File: src/rtl/board_gpio_pkg.sv
// Shared definitions for the board GPIO AHB-Lite slave: register map, sizes,
// error-response states and the byte-lane helper.
package board_gpio_pkg;

    localparam int N_LED = 6;
    localparam int N_BTN = 5;

    localparam logic [4:0] GPIO_OFS_SOC_ID    = 5'h00;
    localparam logic [4:0] GPIO_OFS_BLD_ID    = 5'h04;
    localparam logic [4:0] GPIO_OFS_CLK_FREQ  = 5'h08;
    localparam logic [4:0] GPIO_OFS_LED       = 5'h0C;
    localparam logic [4:0] GPIO_OFS_BTN_STATE = 5'h10;
    localparam logic [4:0] GPIO_OFS_BTN_IRQEN = 5'h14;
    localparam logic [4:0] GPIO_OFS_BTN_PEND  = 5'h18;
    localparam logic [4:0] GPIO_OFS_ERR       = 5'h1C;

    typedef enum logic [1:0] {RESP_IDLE, RESP_ERR1, RESP_ERR2} gpio_resp_e;

    // Byte lanes touched by a transfer of the given size at the given byte offset.
    function automatic logic [3:0] lane_mask(input logic [2:0] size, input logic [1:0] addr_lo);
        case (size)
            3'd0:    lane_mask = 4'b0001 << addr_lo;
            3'd1:    lane_mask = addr_lo[1] ? 4'b1100 : 4'b0011;
            default: lane_mask = 4'b1111;
        endcase
    endfunction

endpackage

File: src/rtl/btn_debounce.sv
// One button: two-flop synchronizer followed by a stability counter; press_o
// pulses in the same cycle the debounced level rises.
module btn_debounce #(
    parameter int DEBOUNCE_CYCLES = 20000
) (
    input  logic clk,
    input  logic rst_n,
    input  logic raw_i,
    output logic stable_o,
    output logic press_o
);

    localparam int              CNT_W    = $clog2(DEBOUNCE_CYCLES);
    localparam logic [CNT_W-1:0] CNT_LAST = CNT_W'(DEBOUNCE_CYCLES - 1);

    logic [1:0]       sync_q;
    logic [CNT_W-1:0] count_q;
    logic             stable_q;
    logic             settle;

    assign settle = (sync_q[1] != stable_q) && (count_q == CNT_LAST);

    // NOTE: clocked state uses non-blocking assignments so every flop samples pre-edge values.
    always_ff @(posedge clk or negedge rst_n) begin
        if (!rst_n) begin
            sync_q   <= '0;
            count_q  <= '0;
            stable_q <= 1'b0;
        end else begin
            sync_q <= {sync_q[0], raw_i};
            if (sync_q[1] == stable_q) begin
                count_q <= '0;
            end else if (settle) begin
                stable_q <= sync_q[1];
                count_q  <= '0;
            end else begin
                count_q <= count_q + 1'b1;
            end
        end
    end

    assign stable_o = stable_q;
    assign press_o  = settle & sync_q[1];

endmodule

File: src/rtl/ahb_lite_board_gpio.sv
// AHB-Lite board I/O slave: ID words, LED register, debounced buttons with
// press-edge pending bits and a registered interrupt line.
module ahb_lite_board_gpio
    import board_gpio_pkg::*;
#(
    parameter logic [31:0] SOC_ID          = 32'h0,
    parameter logic [31:0] BLD_ID          = 32'h0,
    parameter logic [31:0] CORE_CLK_FREQ   = 32'h0,
    parameter int          DEBOUNCE_CYCLES = 20000,
    parameter bit          BTN_ACTIVE_LOW  = 1'b1
) (
    input  logic             clk,
    input  logic             rst_n,
    input  logic             hsel,
    input  logic             hready_in,
    input  logic [1:0]       htrans,
    input  logic             hwrite,
    input  logic [2:0]       hsize,
    input  logic [31:0]      haddr,
    input  logic [31:0]      hwdata,
    output logic [31:0]      hrdata,
    output logic             hreadyout,
    output logic             hresp,
    output logic [N_LED-1:0] led_o,
    input  logic [N_BTN-1:0] btn_i,
    output logic             irq_o
);

    gpio_resp_e       resp_state, resp_next;
    logic             addr_accept, addr_err;
    logic [3:0]       lane_sel;
    logic             dp_valid, dp_write, dp_lane0;
    logic [4:0]       dp_ofs;
    logic             wr_en;
    logic [7:0]       wr_byte;
    logic [N_LED-1:0] led_q;
    logic [N_BTN-1:0] irqen_q, pend_q, pend_clr;
    logic [N_BTN-1:0] btn_level, btn_state, btn_press;
    logic             irq_q;
    logic             unused_bits;

    assign addr_accept = hsel & hready_in & htrans[1];
    assign addr_err    = ({haddr[4:2], 2'b00} == GPIO_OFS_ERR) || (hsize > 3'd2);
    assign lane_sel    = lane_mask(hsize, haddr[1:0]);

    always_ff @(posedge clk or negedge rst_n) begin
        if (!rst_n) begin
            resp_state <= RESP_IDLE;
            dp_valid   <= 1'b0;
            dp_write   <= 1'b0;
            dp_lane0   <= 1'b0;
            dp_ofs     <= '0;
        end else begin
            resp_state <= resp_next;
            dp_valid   <= addr_accept & ~addr_err;
            if (addr_accept) begin
                dp_write <= hwrite;
                dp_lane0 <= lane_sel[0];
                dp_ofs   <= {haddr[4:2], 2'b00};
            end
        end
    end

    // NOTE: every output of a combinational block gets a default first, so no path infers a latch.
    always_comb begin
        resp_next = resp_state;
        hreadyout = 1'b1;
        hresp     = 1'b0;
        case (resp_state)
            RESP_IDLE: begin
                if (addr_accept && addr_err) resp_next = RESP_ERR1;
            end
            RESP_ERR1: begin
                hreadyout = 1'b0;
                hresp     = 1'b1;
                resp_next = RESP_ERR2;
            end
            RESP_ERR2: begin
                hresp     = 1'b1;
                resp_next = (addr_accept && addr_err) ? RESP_ERR1 : RESP_IDLE;
            end
            default: resp_next = RESP_IDLE;
        endcase
    end

    // Every writable field sits in byte lane 0, so only that lane gates a write.
    assign wr_en    = dp_valid & dp_write & dp_lane0;
    assign wr_byte  = hwdata[7:0];
    assign pend_clr = (wr_en && dp_ofs == GPIO_OFS_BTN_PEND) ? wr_byte[N_BTN-1:0] : '0;

    always_ff @(posedge clk or negedge rst_n) begin
        if (!rst_n) begin
            led_q   <= '0;
            irqen_q <= '0;
            pend_q  <= '0;
            irq_q   <= 1'b0;
        end else begin
            if (wr_en && dp_ofs == GPIO_OFS_LED)       led_q   <= wr_byte[N_LED-1:0];
            if (wr_en && dp_ofs == GPIO_OFS_BTN_IRQEN) irqen_q <= wr_byte[N_BTN-1:0];
            // A press edge in the same cycle as its W1C keeps the bit set.
            pend_q <= (pend_q & ~pend_clr) | btn_press;
            irq_q  <= |(pend_q & irqen_q);
        end
    end

    always_comb begin
        hrdata = '0;
        if (dp_valid && !dp_write) begin
            case (dp_ofs)
                GPIO_OFS_SOC_ID:    hrdata = SOC_ID;
                GPIO_OFS_BLD_ID:    hrdata = BLD_ID;
                GPIO_OFS_CLK_FREQ:  hrdata = CORE_CLK_FREQ;
                GPIO_OFS_LED:       hrdata = {{(32-N_LED){1'b0}}, led_q};
                GPIO_OFS_BTN_STATE: hrdata = {{(32-N_BTN){1'b0}}, btn_state};
                GPIO_OFS_BTN_IRQEN: hrdata = {{(32-N_BTN){1'b0}}, irqen_q};
                GPIO_OFS_BTN_PEND:  hrdata = {{(32-N_BTN){1'b0}}, pend_q};
                default:            hrdata = '0;
            endcase
        end
    end

    assign btn_level = BTN_ACTIVE_LOW ? ~btn_i : btn_i;

    for (genvar i = 0; i < N_BTN; i++) begin : g_btn
        btn_debounce #(
            .DEBOUNCE_CYCLES(DEBOUNCE_CYCLES)
        ) u_debounce (
            .clk      (clk),
            .rst_n    (rst_n),
            .raw_i    (btn_level[i]),
            .stable_o (btn_state[i]),
            .press_o  (btn_press[i])
        );
    end

    assign led_o       = led_q;
    assign irq_o       = irq_q;
    assign unused_bits = &{1'b0, haddr[31:5], hwdata[31:8], htrans[0], lane_sel[3:1]};

endmodule

File: config.mk
export PLATFORM = sky130hd
export DESIGN_NAME = ahb_lite_board_gpio
export DESIGN_NICKNAME = d
export VERILOG_FILES = /design/src/rtl/board_gpio_pkg.sv /design/src/rtl/btn_debounce.sv /design/src/rtl/ahb_lite_board_gpio.sv
export SDC_FILE = /design/constraint.sdc
export NUM_CORES = 1
export LEC_CHECK = 0
export ABC_AREA = 1
export BUFFER_PORTS_ARGS = -buffer_cell sky130_fd_sc_hd__buf_2
export CAP_MARGIN = 20
export CORE_UTILIZATION = 50
export DETAILED_ROUTE_END_ITERATION = 10
export GPL_TIMING_DRIVEN = 0
export PLACE_DENSITY = 0.86
export SLEW_MARGIN = 20
export SYNTH_ARGS = -nofsm -noshare
export SYNTH_HDL_FRONTEND = slang
export SYNTH_SLANG_ARGS = --single-unit
File: constraint.sdc
create_clock -name clk -period 1.42 [get_ports clk]
set_clock_uncertainty 0.05 [all_clocks]
set_input_delay 0.142 -clock clk [delete_from_list [all_inputs] [get_ports clk]]
set_output_delay 0.142 -clock clk [all_outputs]
set_load 0.03 [all_outputs]
==> metrics.txt, run 1 <==
# TYPE chip_impl_metric gauge
chip_impl_info{name="run_status",value="finished with violations"} 1
chip_impl_info{name="violations",value="negative setup slack"} 1
chip_impl_metric{name="slowest_delay",unit="ns"} 0.45
chip_impl_metric{name="vdd_ir_drop_max",unit="mV"} 1.14
chip_impl_metric{name="cellLeakagePower",unit="nW"} 4.11
chip_impl_metric{name="area_of_placed_instances",unit="um^2"} 6750
chip_impl_metric{name="synth_cell_types",unit=""} 36
chip_impl_metric{name="worstMarginPinSlew",unit="ns"} 0.508
chip_impl_metric{name="dp_hpwl",unit="um"} 9090
chip_impl_info{name="critPathLaunchType",value="flip-flop"} 1
chip_impl_metric{name="drc",unit=""} 0
chip_impl_metric{name="drive_above_1_share",unit=""} 0.276
chip_impl_metric{name="place_congestion",unit=""} 0.909
chip_impl_metric{name="dieArea",unit="um^2"} 12900
chip_impl_metric{name="dr_wl_met3",unit="um"} 1480
chip_impl_metric{name="drv_cap",unit=""} 0
chip_impl_metric{name="drt_iter0_markers",unit=""} 615
chip_impl_metric{name="syn-cell-area",unit="um^2"} 6210
chip_impl_metric{name="grtUsageTotal",unit=""} 0.274
chip_impl_metric{name="dr_total_vias",unit=""} 6160
chip_impl_metric{name="worst-endpoint-arrival",unit="ns"} 1.79
chip_impl_metric{name="post_synth.cell_area_avg",unit="um^2"} 7.71
chip_impl_info{name="startpoint",value="dp_ofs[2]$_DFFE_PN0P_"} 1
chip_impl_metric{name="antennaDiodeCount",unit=""} 0
chip_impl_info{name="cp_cell_sequence",value="nor3_4 -> nand2_1 -> o21ai_2 -> nor2_1 -> nor2_2 -> buf_6"} 1
chip_impl_metric{name="synthDominantCellAreaShare",unit=""} 0.464
chip_impl_info{name="crit_path_end_kind",value="output port"} 1
chip_impl_metric{name="met2_length",unit="um"} 9750
chip_impl_metric{name="placeableCoreArea",unit="um^2"} 12100
chip_impl_metric{name="cts.reportedPaths.clkPinSlew",unit="ns"} 0.05
chip_impl_info{name="cts_tree",value="done"} 1
chip_impl_info{name="setup_repair_after_global_routing_missed_its_margin",value="yes"} 1
chip_impl_metric{name="synthCells",unit=""} 805
chip_impl_metric{name="vias_per_cell",unit=""} 5.44
chip_impl_metric{name="setup_ws",unit="ns"} -0.566
chip_impl_metric{name="route.antenna.remaining_nets",unit=""} 0
chip_impl_metric{name="port_buffers",unit=""} 39
chip_impl_metric{name="area_growth_syn_to_layout",unit="%"} 36.3
chip_impl_metric{name="hold_violations",unit=""} 0
chip_impl_metric{name="wl_per_cell",unit="um"} 16.9
chip_impl_metric{name="postRouteWirelength",unit="um"} 19200
chip_impl_metric{name="synth_sequential_area_ratio",unit=""} 0.464
chip_impl_info{name="clockRootBuffer",value="sky130_fd_sc_hd__clkbuf_16"} 1
chip_impl_info{name="layout.cells.most_common",value="sky130_fd_sc_hd__nand2_1"} 1
chip_impl_metric{name="grt_start_max_net_pins",unit=""} 74
chip_impl_info{name="holdCritStartpoint",value="haddr[1]"} 1
chip_impl_info{name="criticalPathCategory",value="reg2out"} 1
chip_impl_metric{name="final.hold.worst_slack",unit="ns"} 0.0567
chip_impl_metric{name="maxClockFrequency",unit="MHz"} 503
chip_impl_metric{name="final_nets",unit=""} 1040
chip_impl_metric{name="cts_made_buffers",unit=""} 17
chip_impl_metric{name="period_share",unit=""} 1.40
chip_impl_metric{name="grt_pass1_wl",unit="um"} 27300
chip_impl_metric{name="critical_path_required",unit="ns"} 1.23
chip_impl_info{name="dr.max_layer_used",value="met4"} 1
chip_impl_metric{name="antenna_found_initial",unit=""} 0
chip_impl_metric{name="worst_skew_pair.late_latency",unit="ns"} 0.42
chip_impl_metric{name="io_pins",unit=""} 120
chip_impl_info{name="layout.cells.most_common_list",value="sky130_fd_sc_hd__nand2_1 (162), sky130_fd_sc_hd__inv_1 (127), sky130_fd_sc_hd__dfrtp_1 (111), sky130_fd_sc_hd__nor2_1 (100), sky130_fd_sc_hd__buf_4 (65)"} 1
chip_impl_info{name="ys_dominant_reg_cell",value="sky130_fd_sc_hd__dfrtp_1"} 1
chip_impl_info{name="worstReg2RegStart",value="g_btn[0].u_debounce.count_q[0]$_DFF_PN0_"} 1
chip_impl_metric{name="synth_warnings",unit=""} 0
chip_impl_metric{name="globalRouteOverflowTotal",unit=""} 0
chip_impl_metric{name="route.layer.met1.wl",unit="um"} 6920
chip_impl_metric{name="htree_num_levels",unit=""} 4
chip_impl_metric{name="nFillCells",unit=""} 779
chip_impl_metric{name="ffs_w_async_s_r_synth",unit=""} 1.00
chip_impl_info{name="dominant_cell_type_by_area_after_synthesis",value="sky130_fd_sc_hd__dfrtp_1"} 1
chip_impl_metric{name="post_layout_nonfiller_instances",unit=""} 1132
chip_impl_metric{name="period_minus_slack",unit="ns"} 1.99
chip_impl_metric{name="die-width",unit="um"} 113
chip_impl_metric{name="final-setup-viol-count",unit=""} 28
chip_impl_metric{name="final_design_area_no_fill",unit="um^2"} 8460
chip_impl_metric{name="slew_viol_final",unit=""} 0
chip_impl_metric{name="firstDrtPassIters",unit=""} 7
chip_impl_metric{name="fp.dieH",unit="um"} 113
chip_impl_metric{name="synth-edff-count",unit=""} 0
chip_impl_info{name="critical-path-slowest-cell",value="sky130_fd_sc_hd__dfrtp_2"} 1
chip_impl_metric{name="fp-row-count",unit=""} 40
chip_impl_metric{name="max-slew-margin-rel",unit=""} 0.660
chip_impl_metric{name="synth-seq-cells",unit=""} 115
chip_impl_metric{name="grt_pass1_vias",unit=""} 5840
chip_impl_metric{name="place.detailed.instances",unit=""} 1038
chip_impl_metric{name="numClockSinks",unit=""} 115
chip_impl_metric{name="critPathMaxFanout",unit=""} 6
chip_impl_info{name="synth.area.top_cells",value="sky130_fd_sc_hd__dfrtp_1 (46%), sky130_fd_sc_hd__nand2_1 (11%), sky130_fd_sc_hd__inv_1 (8.3%), sky130_fd_sc_hd__nor2_1 (7.6%), sky130_fd_sc_hd__nand3_1 (3.7%)"} 1
chip_impl_metric{name="initial_utilization",unit=""} 0.515
chip_impl_metric{name="p_per_area",unit="nW/um^2"} 1170
chip_impl_metric{name="cts_max_path_buffers",unit=""} 2
chip_impl_info{name="hold_path_class",value="in2reg"} 1
-- logic make-up (layout without fill, tap and decap cells) --
kind of cell | count (synthesis) | in the layout | synth area share
and+or+nand+nor | 430 | 430 | 0.314
buffers and inverters | 165 | 299 | 0.116
DFF | 115 | 115 | 0.464
AOI/OAI and AO/OA | 65 | 65 | 0.0572
xor gates and xnor gates | 19 | 19 | 0.0292
adders and majority gates | 10 | 10 | 0.0202
other | 1 | 26 | 0.000604
-- stage by stage --
step	TNS, ns	power (mW)	utilization	setup slack, ns
6_report	-3.90	9.89	0.702	-0.566
5_1_grt	-7.48	10.2	0.702	-0.616
4_1_cts	-3.02	9.61	0.661	-0.553
3_5_place_dp	-3.27	4.52	0.560	-0.228
3_3_place_gp	-139.56	4.47	0.557	-1.21
2_1_floorplan	0	4.23	-	0.00284
-- Yosys cell counts, types with 7 or more instances --
| master | n |
|---|---|
| sky130_fd_sc_hd__nor2_2 | 10 |
| sky130_fd_sc_hd__nor2_1 | 126 |
| sky130_fd_sc_hd__ha_1 | 10 |
| sky130_fd_sc_hd__nor3_1 | 11 |
| sky130_fd_sc_hd__nor3b_1 | 8 |
| sky130_fd_sc_hd__dfrtp_1 | 115 |
| sky130_fd_sc_hd__xor2_1 | 17 |
| sky130_fd_sc_hd__nand4_1 | 22 |
| sky130_fd_sc_hd__nand3_1 | 46 |
| sky130_fd_sc_hd__buf_4 | 26 |
| sky130_fd_sc_hd__nand2_1 | 178 |
| sky130_fd_sc_hd__o21ai_1 | 7 |
| sky130_fd_sc_hd__inv_1 | 137 |
| sky130_fd_sc_hd__o21ai_0 | 44 |
-- flip-flops by register name (all words and copies together), names as in the netlist --
name / flops
irq_o: 1
dp_write: 1
resp_state: 2
dp_ofs: 3
irqen_q: 5
dp_lane0: 1
pend_q: 5
g_btn.u_debounce.stable_o: 5
g_btn.u_debounce.sync_q: 10
led_o: 6
dp_valid: 1
g_btn.u_debounce.count_q: 75
-- layer usage --
layer	vias to the layer above	GRT usage
li1	2759	-
met1	2917	0.307
met2	376	0.483
met3	108	0.0707
met4	0	0.142
met5	-	0
-- path summary, 6_finish.rpt --
kind | to | cells past startpoint | slack [ns]
worst max-delay path | hrdata[1] | 6 | -0.57
worst min-delay path | dp_lane0$_DFFE_PN0P_ | 4 | 0.06
worst max register to register | g_btn[0].u_debounce.count_q[14]$_DFF_PN0_ | 7 | -0.12
worst min register to register | g_btn[4].u_debounce.sync_q[1]$_DFF_PN0_ | 0 | 0.30
max in group asynchronous | resp_state[0]$_DFFE_PN0P_ | 3 | 0.46
min in group asynchronous | g_btn[4].u_debounce.count_q[11]$_DFF_PN0_ | 2 | 0.16
-- where the power goes --
| part | leakage [nW] | internal [mW] | switching, mW |
|---|---|---|---|
| Sequential | 1.47 | 3.43 | 0.181 |
| Combinational | 2.32 | 0.611 | 0.877 |
| Clock | 0.321 | 3.21 | 1.58 |
| Total | 4.11 | 7.26 | 2.64 |
-- repair_timing --
item	CTS	global route
pin swaps	22	45
endpoints found under the hold margin	64	0
setup endpoints to repair	52	84
resized for setup	56	101
hold buffers	21	0
buffers inserted	22	21
-- area by class of cell --
cell class	count	area (um^2)	area share
multi-input combinational	550	3170	0.374
sequential	115	2880	0.341
timing repair buffer	102	820	0.0968
inverter	138	523	0.0618
clock buffer	20	457	0.0540
tap	168	210	0.0248
clock inverter	12	203	0.0239
buffer	27	203	0.0239
-- worst max-delay path, delay by kind of cell (launching register included) --
family,cells,cell delay [ns]
flip-flops,1,0.45
AO/OA/AOI/OAI,1,0.10
AND/OR/NAND/NOR,4,0.67
buffers and inverters,1,0.15
No activity file was read; power rests on OpenSTA's default activity.
==> inputs of run 2 (changes only) <==
--- a/config.mk
+++ b/config.mk
@@ -11,6 +11,7 @@
 export CORE_UTILIZATION = 50
 export DETAILED_ROUTE_END_ITERATION = 10
 export GPL_TIMING_DRIVEN = 0
+export HOLD_SLACK_MARGIN = 0.1
 export PLACE_DENSITY = 0.86
 export SLEW_MARGIN = 20
 export SYNTH_ARGS = -nofsm -noshare
==> run 2 against run 1 <==
The flow still finishes with violations (negative setup slack); sequential power about the same; final cell count increased by 0.27%; die area unchanged; register-to-register slack about the same; sequential share of layout area decreased by 0.12 points; via count increased by 0.62%; flip-flop and latch count unchanged; maximum frequency increased by 0.43%; global-route usage unchanged; routed wire length increased by 1.6%; largest power group unchanged.
==> metrics.txt, run 2 (synthesized netlist as in run 1, its figures left out) <==
# TYPE chip_impl_metric gauge
chip_impl_metric{name="seqCellArea",unit="um^2"} 2880
chip_impl_metric{name="cellLeakagePower",unit="nW"} 4.12
chip_impl_metric{name="dp_hpwl",unit="um"} 9090
chip_impl_metric{name="firstDrtPassIters",unit=""} 5
chip_impl_info{name="worstReg2RegStart",value="dp_ofs[2]$_DFFE_PN0P_"} 1
chip_impl_metric{name="drive_above_1_share",unit=""} 0.275
chip_impl_metric{name="place.detailed.instances",unit=""} 1038
chip_impl_metric{name="die-width",unit="um"} 113
chip_impl_metric{name="drc",unit=""} 0
chip_impl_info{name="hold_path_class",value="in2reg"} 1
chip_impl_metric{name="design_power_total",unit="mW"} 9.92
chip_impl_metric{name="vdd_ir_drop_max",unit="mV"} 1.32
chip_impl_info{name="min_to",value="dp_lane0$_DFFE_PN0P_"} 1
chip_impl_info{name="grt.busiest_layer",value="met2"} 1
chip_impl_metric{name="max-slew-margin-rel",unit=""} 0.660
chip_impl_metric{name="postRouteWirelength",unit="um"} 19500
chip_impl_metric{name="drv_cap",unit=""} 0
chip_impl_info{name="cts_tree",value="done"} 1
chip_impl_info{name="layout.cells.most_common_list",value="sky130_fd_sc_hd__nand2_1 (162), sky130_fd_sc_hd__inv_1 (127), sky130_fd_sc_hd__dfrtp_1 (111), sky130_fd_sc_hd__nor2_1 (100), sky130_fd_sc_hd__buf_4 (65)"} 1
chip_impl_metric{name="critical_path_required",unit="ns"} 1.23
chip_impl_info{name="critPathLaunchType",value="flip-flop"} 1
chip_impl_metric{name="setup_ws",unit="ns"} -0.558
chip_impl_metric{name="period_minus_slack",unit="ns"} 1.98
chip_impl_info{name="clockRootBuffer",value="sky130_fd_sc_hd__clkbuf_16"} 1
chip_impl_metric{name="grtUsageTotal",unit=""} 0.274
chip_impl_metric{name="nFillCells",unit=""} 786
chip_impl_metric{name="worstMarginPinSlew",unit="ns"} 0.507
chip_impl_metric{name="r2r.worst_path.cells",unit=""} 5
chip_impl_info{name="violations",value="negative setup slack"} 1
chip_impl_metric{name="post_layout_nonfiller_instances",unit=""} 1135
chip_impl_metric{name="htree_num_levels",unit=""} 4
chip_impl_metric{name="grt.met1_usage",unit=""} 0.307
chip_impl_metric{name="final-setup-viol-count",unit=""} 31
chip_impl_metric{name="global_route.usage.met3",unit=""} 0.0707
chip_impl_info{name="layout.cells.most_common",value="sky130_fd_sc_hd__nand2_1"} 1
chip_impl_metric{name="port_buffers",unit=""} 39
chip_impl_metric{name="reg2reg_setup_slack",unit="ns"} -0.12
chip_impl_info{name="criticalPathCategory",value="reg2out"} 1
chip_impl_metric{name="place_congestion",unit=""} 0.909
chip_impl_metric{name="grt_start_max_net_pins",unit=""} 74
chip_impl_metric{name="use_met2",unit=""} 0.483
chip_impl_metric{name="cts.reportedPaths.clkPinSlew",unit="ns"} 0.06
chip_impl_metric{name="antennaDiodeCount",unit=""} 0
chip_impl_info{name="worstReg2RegEnd",value="pend_q[0]$_DFF_PN0_"} 1
chip_impl_metric{name="grt_pass1_wl",unit="um"} 27300
chip_impl_metric{name="placeableCoreArea",unit="um^2"} 12100
chip_impl_metric{name="slew_viol_final",unit=""} 0
chip_impl_metric{name="cts_made_buffers",unit=""} 17
chip_impl_metric{name="initial_utilization",unit=""} 0.515
chip_impl_metric{name="dr_total_vias",unit=""} 6198
chip_impl_metric{name="area_growth_syn_to_layout",unit="%"} 36.8
chip_impl_metric{name="fp-row-count",unit=""} 40
chip_impl_metric{name="dieArea",unit="um^2"} 12900
chip_impl_metric{name="hold_violations",unit=""} 0
chip_impl_metric{name="p_per_area",unit="nW/um^2"} 1170
chip_impl_metric{name="grt_pass1_vias",unit=""} 5840
chip_impl_metric{name="maxClockFrequency",unit="MHz"} 506
chip_impl_metric{name="finalSetupTns",unit="ns"} -4.07
chip_impl_info{name="run_status",value="finished with violations"} 1
chip_impl_metric{name="antenna_found_initial",unit=""} 0
chip_impl_metric{name="wl_per_cell",unit="um"} 17.2
chip_impl_info{name="setup_repair_after_global_routing_missed_its_margin",value="yes"} 1
chip_impl_metric{name="numClockSinks",unit=""} 115
chip_impl_info{name="register_with_the_most_flip_flops",value="g_btn.u_debounce.count_q"} 1
chip_impl_info{name="holdCritStartpoint",value="hready_in"} 1
chip_impl_metric{name="critPathMaxFanout",unit=""} 7
chip_impl_metric{name="final_nets",unit=""} 1043
chip_impl_metric{name="min_path_cells",unit=""} 4
chip_impl_metric{name="drt_iter0_markers",unit=""} 575
chip_impl_metric{name="globalRouteOverflowTotal",unit=""} 0
chip_impl_metric{name="cts_max_path_buffers",unit=""} 2
chip_impl_metric{name="period_share",unit=""} 1.39
chip_impl_metric{name="fp.dieH",unit="um"} 113
chip_impl_metric{name="vias_per_cell",unit=""} 5.46
chip_impl_info{name="crit_path_end_kind",value="output port"} 1
chip_impl_metric{name="multi_input_combinational_cell_area",unit="um^2"} 3170
chip_impl_metric{name="worst-endpoint-arrival",unit="ns"} 1.79
chip_impl_metric{name="route.antenna.remaining_nets",unit=""} 0
chip_impl_metric{name="io_pins",unit=""} 120
chip_impl_metric{name="largest_register_ffs",unit=""} 75
chip_impl_metric{name="worst_skew_pair.late_latency",unit="ns"} 0.42
[run 2: cell count changes in the layout (fill, tap and decap cells not counted)]
cell,delta
sky130_fd_sc_hd__dlygate4sd3_1,+3
[run 2: worst max path at each step]
stage | from | end | slack [ns] | cells after the start
6_report | dp_ofs[4]$_DFFE_PN0P_ | hrdata[1] | -0.56 | 8
2_1_floorplan | g_btn[4].u_debounce.count_q[0]$_DFF_PN0_ | g_btn[4].u_debounce.count_q[10]$_DFF_PN0_ | 0.003 | 8
4_1_cts | dp_ofs[2]$_DFFE_PN0P_ | hrdata[4] | -0.55 | 6
5_1_grt | dp_ofs[2]$_DFFE_PN0P_ | hrdata[1] | -0.63 | 6
3_5_place_dp | g_btn[0].u_debounce.count_q[0]$_DFF_PN0_ | g_btn[0].u_debounce.count_q[10]$_DFF_PN0_ | -0.23 | 8
3_3_place_gp | rst_n | g_btn[1].u_debounce.count_q[11]$_DFF_PN0_ | -1.21 | 1
[run 2: power breakdown]
group	internal (mW)	total, mW	switching (mW)
combinational	0.616	1.51	0.891
sequential	3.43	3.62	0.183
clock	3.21	4.79	1.58
total	7.26	9.92	2.66
[run 2: per-layer routing]
layer | vias up | share of wire
li1 | 2764 | -
met1 | 2926 | 0.35
met2 | 404 | 0.51
met3 | 104 | 0.077
met4 | 0 | 0.056
met5 | - | 0
[run 2: layout make-up]
type | instances | area share
tap | 168 | 0.0247
buffer | 27 | 0.0239
multi-input combinational | 550 | 0.373
clock buffer | 20 | 0.0538
inverter | 138 | 0.0616
sequential | 115 | 0.339
timing repair buffer | 105 | 0.100
clock inverter | 12 | 0.0239
[run 2: metrics by stage]
step,instance area (um^2),util,setup slack [ns],hold slack [ns]
after floorplan,6310,-,0.00284,-0.204
after global placement,6720,0.557,-1.21,0.234
after detailed placement,6750,0.560,-0.228,0.0415
after CTS,7970,0.661,-0.553,0.150
after global routing,8490,0.704,-0.626,0.165
final,8490,0.704,-0.558,0.137
[run 2: timing repair]
item                                    CTS  global route
endpoints found under the hold margin   142             2
pin swaps                                22            45
hold buffers                             21             3
setup buffers                            22            21
gates resized for setup                  56           101
endpoints found under the setup margin   52            84
[run 2: critical path, cell delays in order, from the launching register on]
cell and delay (ns):
sky130_fd_sc_hd__dfrtp_1 0.40, sky130_fd_sc_hd__inv_2 0.12, sky130_fd_sc_hd__nand3_1 0.11, sky130_fd_sc_hd__inv_2 0.17, sky130_fd_sc_hd__nand2_1 0.09, sky130_fd_sc_hd__o21ai_1 0.11, sky130_fd_sc_hd__nor2_1 0.09, sky130_fd_sc_hd__nor2_2 0.12
sky130_fd_sc_hd__buf_6 0.15
==> inputs of run 3 (changes only) <==
--- a/config.mk
+++ b/config.mk
@@ -9,10 +9,11 @@
 export BUFFER_PORTS_ARGS = -buffer_cell sky130_fd_sc_hd__buf_2
 export CAP_MARGIN = 20
 export CORE_UTILIZATION = 50
+export CTS_CLUSTER_SIZE = 8
 export DETAILED_ROUTE_END_ITERATION = 10
 export GPL_TIMING_DRIVEN = 0
 export HOLD_SLACK_MARGIN = 0.1
-export PLACE_DENSITY = 0.86
+export PLACE_DENSITY = 0.76
 export SLEW_MARGIN = 20
 export SYNTH_ARGS = -nofsm -noshare
 export SYNTH_HDL_FRONTEND = slang
==> run 3 against run 2 <==
The flow still finishes with violations (negative setup slack); count of clock-buffer cells in the layout up 1; die area unchanged; total power down 5.8%; register-to-register slack better by 0.05 ns; setup slack better by 0.048 ns; sequential share of layout area up 1.0 points; routed wire length down 23%; critical path depth down 2; critical path type unchanged.
==> metrics.txt, run 3 (synthesized netlist as in run 1, its figures left out) <==
# TYPE chip_impl_metric gauge
chip_impl_info{name="register_with_the_most_flip_flops",value="g_btn.u_debounce.count_q"} 1
chip_impl_metric{name="final_nets",unit=""} 1033
chip_impl_metric{name="grt_pass1_wl",unit="um"} 23200
chip_impl_metric{name="cts_made_buffers",unit=""} 17
chip_impl_metric{name="htree_num_levels",unit=""} 4
chip_impl_metric{name="port_buffers",unit=""} 39
chip_impl_metric{name="slowest_delay",unit="ns"} 0.47
chip_impl_info{name="worstReg2RegStart",value="dp_ofs[2]$_DFFE_PN0P_"} 1
chip_impl_metric{name="io_pins",unit=""} 120
chip_impl_info{name="hold_path_class",value="in2async"} 1
chip_impl_metric{name="worst_skew_pair.late_latency",unit="ns"} 0.42
chip_impl_metric{name="drive_above_1_share",unit=""} 0.240
chip_impl_metric{name="p_per_area",unit="nW/um^2"} 1130
chip_impl_info{name="cpLargestDelayFamily",value="simple AND/OR/NAND/NOR gates"} 1
chip_impl_metric{name="wl_per_cell",unit="um"} 13.3
chip_impl_metric{name="antenna_found_initial",unit=""} 0
chip_impl_metric{name="worstMarginPinSlew",unit="ns"} 0.511
chip_impl_metric{name="grt_start_max_net_pins",unit=""} 64
chip_impl_metric{name="r2r.worst_path.cells",unit=""} 6
chip_impl_metric{name="largest_register_ffs",unit=""} 75
chip_impl_info{name="worstReg2RegEnd",value="pend_q[1]$_DFF_PN0_"} 1
chip_impl_metric{name="postRouteWirelength",unit="um"} 15000
chip_impl_metric{name="drv_cap",unit=""} 0
chip_impl_info{name="run_status",value="finished with violations"} 1
chip_impl_metric{name="route.antenna.remaining_nets",unit=""} 0
chip_impl_metric{name="place.detailed.instances",unit=""} 1038
chip_impl_info{name="cts_tree",value="done"} 1
chip_impl_metric{name="dp_hpwl",unit="um"} 8780
chip_impl_metric{name="cellLeakagePower",unit="nW"} 3.99
chip_impl_info{name="cp_cell_sequence",value="nor3_4 -> nand2_1 -> o21ai_0 -> nor2_1 -> nor2_2 -> buf_6"} 1
chip_impl_info{name="layout.cells.most_common_list",value="sky130_fd_sc_hd__nand2_1 (169), sky130_fd_sc_hd__inv_1 (124), sky130_fd_sc_hd__dfrtp_1 (112), sky130_fd_sc_hd__nor2_1 (108), sky130_fd_sc_hd__buf_4 (57)"} 1
chip_impl_metric{name="dp_slack",unit="ns"} -0.202
chip_impl_metric{name="cp_num_buf_inv",unit=""} 1
chip_impl_metric{name="dr_total_vias",unit=""} 5486
chip_impl_info{name="critical-path-slowest-cell",value="sky130_fd_sc_hd__dfrtp_2"} 1
chip_impl_metric{name="critPathMaxFanout",unit=""} 6
chip_impl_metric{name="reg2reg_setup_slack",unit="ns"} -0.07
chip_impl_metric{name="hold_violations",unit=""} 0
chip_impl_metric{name="area_growth_syn_to_layout",unit="%"} 32.7
chip_impl_metric{name="firstDrtPassIters",unit=""} 9
chip_impl_metric{name="dieArea",unit="um^2"} 12900
chip_impl_metric{name="grt_pass1_vias",unit=""} 5250
chip_impl_metric{name="period_minus_slack",unit="ns"} 1.93
chip_impl_metric{name="critical_path_required",unit="ns"} 1.23
chip_impl_info{name="clockRootBuffer",value="sky130_fd_sc_hd__clkbuf_16"} 1
chip_impl_info{name="crit_path_end_kind",value="output port"} 1
chip_impl_metric{name="fp-row-count",unit=""} 40
chip_impl_metric{name="initial_utilization",unit=""} 0.515
chip_impl_metric{name="slew_viol_final",unit=""} 0
chip_impl_info{name="critPathLaunchType",value="flip-flop"} 1
chip_impl_metric{name="grtUsageTotal",unit=""} 0.228
chip_impl_metric{name="place_congestion",unit=""} 0.928
chip_impl_info{name="layout.cells.most_common",value="sky130_fd_sc_hd__nand2_1"} 1
chip_impl_metric{name="max-slew-margin-rel",unit=""} 0.658
chip_impl_metric{name="setup_ws",unit="ns"} -0.510
chip_impl_metric{name="maxClockFrequency",unit="MHz"} 518
chip_impl_metric{name="design_power_total",unit="mW"} 9.34
chip_impl_metric{name="worst-endpoint-arrival",unit="ns"} 1.74
chip_impl_metric{name="globalRouteOverflowTotal",unit=""} 0
chip_impl_metric{name="antennaDiodeCount",unit=""} 0
chip_impl_metric{name="vdd_ir_drop_max",unit="mV"} 0.836
chip_impl_metric{name="placeableCoreArea",unit="um^2"} 12100
chip_impl_metric{name="cts.reportedPaths.clkPinSlew",unit="ns"} 0.06
chip_impl_metric{name="vias_per_cell",unit=""} 4.88
chip_impl_metric{name="cts_max_path_buffers",unit=""} 2
chip_impl_metric{name="nFillCells",unit=""} 941
chip_impl_metric{name="post_layout_nonfiller_instances",unit=""} 1125
chip_impl_info{name="setup_repair_after_global_routing_missed_its_margin",value="yes"} 1
chip_impl_metric{name="numClockSinks",unit=""} 115
chip_impl_metric{name="die-width",unit="um"} 113
chip_impl_metric{name="final-setup-viol-count",unit=""} 17
chip_impl_metric{name="period_share",unit=""} 1.36
chip_impl_info{name="criticalPathCategory",value="reg2out"} 1
chip_impl_metric{name="final.hold.worst_slack",unit="ns"} 0.202
chip_impl_info{name="violations",value="negative setup slack"} 1
chip_impl_metric{name="drt_iter0_markers",unit=""} 424
chip_impl_metric{name="drc",unit=""} 0
chip_impl_metric{name="fp.dieH",unit="um"} 113
==> run 3: cell types whose count changed in the layout (fill, tap and decap cells not counted), moves of 6 or more <==
cell,change
sky130_fd_sc_hd__buf_4,-8
sky130_fd_sc_hd__nand2_1,+7
sky130_fd_sc_hd__nand2_2,-8
sky130_fd_sc_hd__nor2_1,+8
sky130_fd_sc_hd__nor2_2,-6
==> run 3: stage by stage <==
stage                util  TNS (ns)  cell area, um^2
floorplan               -         0             6310
global placement    0.557   -144.58             6720
detailed placement  0.560     -2.88             6750
CTS                 0.654     -2.64             7890
global route        0.683     -5.96             8240
finish              0.683     -3.10             8240
==> run 3: per-layer routing <==
layer	GRT usage	part of all wire
met4	0.0833	0.022
met1	0.291	0.43
met5	0	0
met3	0.0505	0.047
met2	0.382	0.50
==> run 3: worst max path at each step <==
| stage | start | endpoint | slack [ns] | cells after the start |
|---|---|---|---|---|
| after floorplan | g_btn[4].u_debounce.count_q[0]$_DFF_PN0_ | g_btn[4].u_debounce.count_q[10]$_DFF_PN0_ | 0.003 | 8 |
| after global placement | rst_n | g_btn[2].u_debounce.count_q[11]$_DFF_PN0_ | -1.25 | 1 |
| after detailed placement | g_btn[0].u_debounce.count_q[0]$_DFF_PN0_ | g_btn[0].u_debounce.count_q[5]$_DFF_PN0_ | -0.20 | 8 |
| after CTS | dp_ofs[2]$_DFFE_PN0P_ | hrdata[2] | -0.50 | 6 |
| after global routing | dp_ofs[3]$_DFFE_PN0P_ | hrdata[0] | -0.62 | 7 |
| final | dp_ofs[2]$_DFFE_PN0P_ | hrdata[0] | -0.51 | 6 |
==> run 3: area by class of cell <==
cell class / instances / area, um^2 / share of cell area
clock buffer: 21 / 460 / 0.0559
tap: 168 / 210 / 0.0255
sequential: 115 / 2880 / 0.350
inverter: 138 / 524 / 0.0636
clock inverter: 11 / 151 / 0.0184
buffer: 27 / 203 / 0.0246
timing repair buffer: 95 / 754 / 0.0916
multi-input combinational: 550 / 3050 / 0.371
==> run 3: where the power goes <==
part	leakage (nW)	switching, mW	total, mW	internal, mW
sequential	1.47	0.150	3.58	3.43
clock	0.286	1.54	4.40	2.86
combinational	2.23	0.768	1.36	0.592
==> run 3: worst register-to-register path, cell delays in order (launching register included) <==
cell	delay (ns)
sky130_fd_sc_hd__dfrtp_2	0.47
sky130_fd_sc_hd__nor3_4	0.31
sky130_fd_sc_hd__buf_4	0.18
sky130_fd_sc_hd__buf_6	0.09
sky130_fd_sc_hd__nand2_4	0.08
sky130_fd_sc_hd__o21ai_2	0.15
sky130_fd_sc_hd__nand2_1	0.06
==> run 3: timing repair <==
action / in CTS / in global routing
hold buffers: 25 / 1
setup buffers: 18 / 12
endpoints found under the setup margin: 39 / 74
resized for setup: 47 / 77
hold endpoints to repair: 143 / 1
pin swaps: 22 / 43
